File: src/rtl/cla_four.sv
// cla_four: 4-bit carry-lookahead adder slice.
// Carries come straight from per-bit generate/propagate terms in two logic
// levels. The group generate/propagate outputs allow several slices to be
// cascaded under a second-level lookahead unit.
// REG_OUT selects between registered outputs (1-cycle latency) and a purely
// combinational path.
module cla_four #(
    parameter bit REG_OUT = 1'b1
) (
    input  logic       clk,
    input  logic       rst_n,
    input  logic       in_valid,
    input  logic [3:0] a,
    input  logic [3:0] b,
    input  logic       cin,
    output logic [3:0] s,
    output logic       cout,
    output logic       gg,
    output logic       pg,
    output logic       out_valid
);

    logic [3:0] g;
    logic [3:0] p;
    logic [4:0] c;
    logic [3:0] s_c;
    logic       gg_c;
    logic       pg_c;

    // Per-bit generate and propagate terms.
    for (genvar i = 0; i < 4; i++) begin : g_bit
        assign g[i]   = a[i] & b[i];
        assign p[i]   = a[i] ^ b[i];
        assign s_c[i] = p[i] ^ c[i];
    end

    // Each carry is a flat sum of products of g/p/cin, so there is no ripple chain.
    assign c[0] = cin;
    assign c[1] = g[0] | (p[0] & cin);
    assign c[2] = g[1] | (p[1] & g[0]) | (p[1] & p[0] & cin);
    assign c[3] = g[2] | (p[2] & g[1]) | (p[2] & p[1] & g[0])
                | (p[2] & p[1] & p[0] & cin);
    assign c[4] = g[3] | (p[3] & g[2]) | (p[3] & p[2] & g[1])
                | (p[3] & p[2] & p[1] & g[0])
                | (p[3] & p[2] & p[1] & p[0] & cin);

    // The group terms do not depend on cin, so c[4] == gg_c | (pg_c & cin).
    assign gg_c = g[3] | (p[3] & g[2]) | (p[3] & p[2] & g[1])
                | (p[3] & p[2] & p[1] & g[0]);
    assign pg_c = &p;

    if (REG_OUT) begin : g_reg
        // Registered outputs. The data registers load every cycle and only the
        // valid bit is qualified by in_valid. Reset takes priority over in_valid.
        always_ff @(posedge clk) begin
            if (!rst_n) begin
                s         <= 4'b0000;
                cout      <= 1'b0;
                gg        <= 1'b0;
                pg        <= 1'b0;
                out_valid <= 1'b0;
            end else begin
                s         <= s_c;
                cout      <= c[4];
                gg        <= gg_c;
                pg        <= pg_c;
                out_valid <= in_valid;
            end
        end
    end else begin : g_comb
        // In the combinational variant the clock and reset have no effect.
        logic unused_clk_rst;
        assign unused_clk_rst = &{1'b0, clk, rst_n};
        assign s         = s_c;
        assign cout      = c[4];
        assign gg        = gg_c;
        assign pg        = pg_c;
        assign out_valid = in_valid;
    end

endmodule

File: config.mk
export PLATFORM = sky130hd
export DESIGN_NAME = cla_four
export DESIGN_NICKNAME = d
export VERILOG_FILES = /design/src/rtl/cla_four.sv
export SDC_FILE = /design/constraint.sdc
export NUM_CORES = 1
export LEC_CHECK = 0
export CELL_PAD_IN_SITES_DETAIL_PLACEMENT = 0
export CELL_PAD_IN_SITES_GLOBAL_PLACEMENT = 1
export CORE_MARGIN = 1.5
export CORE_UTILIZATION = 26
export CTS_CLUSTER_DIAMETER = 100
export DETAILED_ROUTE_END_ITERATION = 8
export PLACE_DENSITY_LB_ADDON = 0.08
export SETUP_SLACK_MARGIN = 0.02
export SKIP_LAST_GASP = 1
export SYNTH_ARGS = -nofsm -noshare
export SYNTH_HDL_FRONTEND = slang
export SYNTH_SLANG_ARGS = --single-unit
File: constraint.sdc
create_clock -name clk -period 1.3 [get_ports clk]
set_input_delay 0.195 -clock clk [delete_from_list [all_inputs] [get_ports clk]]
set_output_delay 0.195 -clock clk [all_outputs]
set_load 0.1 [all_outputs]
==> reports/results.ini, run 1 <==
[floorplanning]
core_area_um2 = 1350
start_util_pct = 29.2
die_h_um = 41.9
dieWidth_um = 41.9
ioPinCount = 20
std_cell_rows = 13
fp.dieArea_um2 = 1760

[final_layout]
syn_to_final_growth_pct = 98.7
drive_gt1_share_pct = 31.3
instances_no_fill = 79
fin_area_um2 = 783
nets = 84
diodes = 0

[power_and_ir_drop]
ir_drop_mv = 0.418
power.density_nw_per_um2 = 1120
p_leak_nw = 0.350

[setup_path]
criticalPathCategory = input pin to flop
cp_slowest_cell = clkdlybuf4s50_1
cp_max_fo = 2
arrival_ps = 1380
crit_path_cell_trace = clkdlybuf4s50_1, inv_1, fa_1, xnor2_1, and2_1
cp-end-kind = flop
cp_data_required_time_ps = 1440
cp-start-kind = input pin
slowest_delay_ps = 480

[synth]
syn_inst = 39
yosysSeqAreaShare_pct = 40.6
synthesis.nets = 57
synth_area_um2 = 394
synth.avg_cell_area_um2 = 10.1
ys_ff_latch = 8
yosysWarningCount = 0
yosysUniqueCellTypes = 19

[routing]
post_drt_wl_per_cell_um = 10.6
drc = 0
ant_nets = 0
route.vias.total = 358
wl_um = 837
drt-initial-drc-count = 0
firstDrtPassIters = 1
vias_per_cell = 4.53

[min_path]
holdPathStages = 4
min_from = b[2]
holdPathEnd = pg
hold_class = input pin to flop

[timing]
fin_ws_ps = 58.4
hold_ws_ps = 466
rsz0062_at_grt = false
drv_slew = 0
max_slew_margin_pct = 81.0
fin_crit_ps = 1240
period_share_pct = 95.5
setup_viol = 0
tns_ps = 0
worst_pin_slew_ps = 285
hold_viol_final = 0
fmax_ghz = 0.805

[run]
maxCapViolCount = 0

[clock_tree]
htree_levels = 1
cts_hold_buf = 0
clk_path_buf_depth = 2
cts_buffers = 3
cts-root-buf = clkbuf_4
cts_setup_buffers = 0
cts.sinks = 8
path_clk_slew_ps = 50
cts_tree = built

[global_route]
grt_pass1_vias = 355
grt_max_degree = 10
track_usage_pct = 10.8
grt-ovfl-total = 0
antenna_found_initial = 0
grt_pass1_wl_um = 1410

[place]
dp_hpwl_um = 691
dp_cells = 76
gp_congestion = 0.757
post_dp_cell_area_um2 = 706
port_buffers = 19
pre_cts_slack_ps = -365

[run_status]
status = completed

[cells in the final DEF, fill, tap and decap left out]
cell type        Yosys  routed
dlymetal6s2s_1       0       2
ha_1                 5       2
nor2_1               1       1
a21oi_2              0       1
nand4_1              1       1
and2_1               2       2
nand2_1              3       3
o21ai_0              1       1
a21oi_4              0       1
clkbuf_4             0       3
dlygate4sd2_1        0       2
dfxtp_1              8       8
mux2i_1              2       2
xnor2_1              1       1
clkdlybuf4s50_1      0       7
nand2b_1             2       2
nor2b_1              1       1
fa_1                 1       1
inv_1                3       3
o21a_1               1       1
nand3_1              2       2
buf_12               0       8
a21o_1               1       1
ha_4                 0       3
and3_4               1       1
a21boi_0             1       1
buf_4                0       3
[sequential cells by signal, summed over array words and instances (netlist names)]
register	flops
out_valid	1
cout	1
gg	1
s	4
pg	1
[where the power goes]
part	total [mW]	switching [mW]	internal, mW
Clock	0.176	0.0708	0.105
Combinational	0.414	0.235	0.179
Sequential	0.287	0.0178	0.269
[worst max-delay path by stage]
stage          start    to  depth (start not counted)
6_report         cin  s[1]                          5
5_1_grt          cin  s[1]                          5
4_1_cts         a[1]  s[3]                          5
3_5_place_dp    a[0]  s[2]                          5
3_3_place_gp    a[2]  s[3]                          5
2_1_floorplan   cout  cout                          0
[synth_stat cells]
cell	number	area, um^2
mux2i_1	2	20.0
a21oi_1	2	10.0
nor2_1	1	3.75
nand2b_1	2	12.5
xnor2_1	1	8.76
o21a_1	1	7.51
ha_1	5	62.6
inv_1	3	11.3
and2_1	2	12.5
and3_4	1	11.3
o21ai_0	1	5.00
a21o_1	1	7.51
fa_1	1	20.0
nand2_1	3	11.3
dfxtp_1	8	160
a21boi_0	1	7.51
nor2b_1	1	6.26
nand4_1	1	6.26
nand3_1	2	10.0
[metrics by stage]
stage | util (%) | total power [mW]
after CTS | 56.2 | 0.879
after global placement | 52.3 | 0.678
after detailed placement | 52.3 | 0.684
final | 58.0 | 0.877
after global routing | 58.0 | 0.922
after floorplan | - | 0.515
[kinds of logic (layout without fill, tap and decap cells)]
| group | after synthesis | in the layout | synth area share (%) |
|---|---|---|---|
| fa+ha+maj | 6 | 6 | 21.0 |
| compound gates | 6 | 6 | 9.52 |
| simple gates | 13 | 13 | 18.7 |
| xor+xnor | 1 | 1 | 2.22 |
| buf+inv | 3 | 28 | 2.86 |
| mux | 2 | 2 | 5.08 |
| flops | 8 | 8 | 40.6 |
[worst max-delay path, delay by kind of cell]
kind,cells,cell delay [ps]
buffers and inverters,2,530
adder cells (fa/ha/maj),1,370
AND/OR/NAND/NOR,1,140
XOR/XNOR,1,130
[final cells by class]
class                           count  area (um^2)
Fill cell                         116          567
Timing Repair Buffer               22          295
Multi-Input combinational cell     28          275
Sequential cell                     8          160
Clock buffer                        3         22.5
Tap cell                           15         18.8
Inverter                            3         11.3
[what timing repair did]
action	in CTS	in global routing
gates resized for setup	6	4
setup endpoints to repair	5	2
pin swaps	1	0
endpoints found under the hold margin	0	0
cloned	0	0
[layer usage]
metal  share of wire, %  global-route usage (%)  vias up
met5                  0                       0        -
met4                1.1                    7.74        0
met3                7.2                    3.48        2
met2                 49                    17.5       14
met1                 43                    11.6      160
li1                   -                       -      182
Note: power is estimated with default switching activity, not from simulation.
==> inputs of run 2 (changes only) <==
--- a/config.mk
+++ b/config.mk
@@ -5,6 +5,7 @@
 export SDC_FILE = /design/constraint.sdc
 export NUM_CORES = 1
 export LEC_CHECK = 0
+export CAP_MARGIN = 0
 export CELL_PAD_IN_SITES_DETAIL_PLACEMENT = 0
 export CELL_PAD_IN_SITES_GLOBAL_PLACEMENT = 1
 export CORE_MARGIN = 1.5
==> results of run 2 <==
The final DEF is identical to that of run 1; final timing and power are the same.
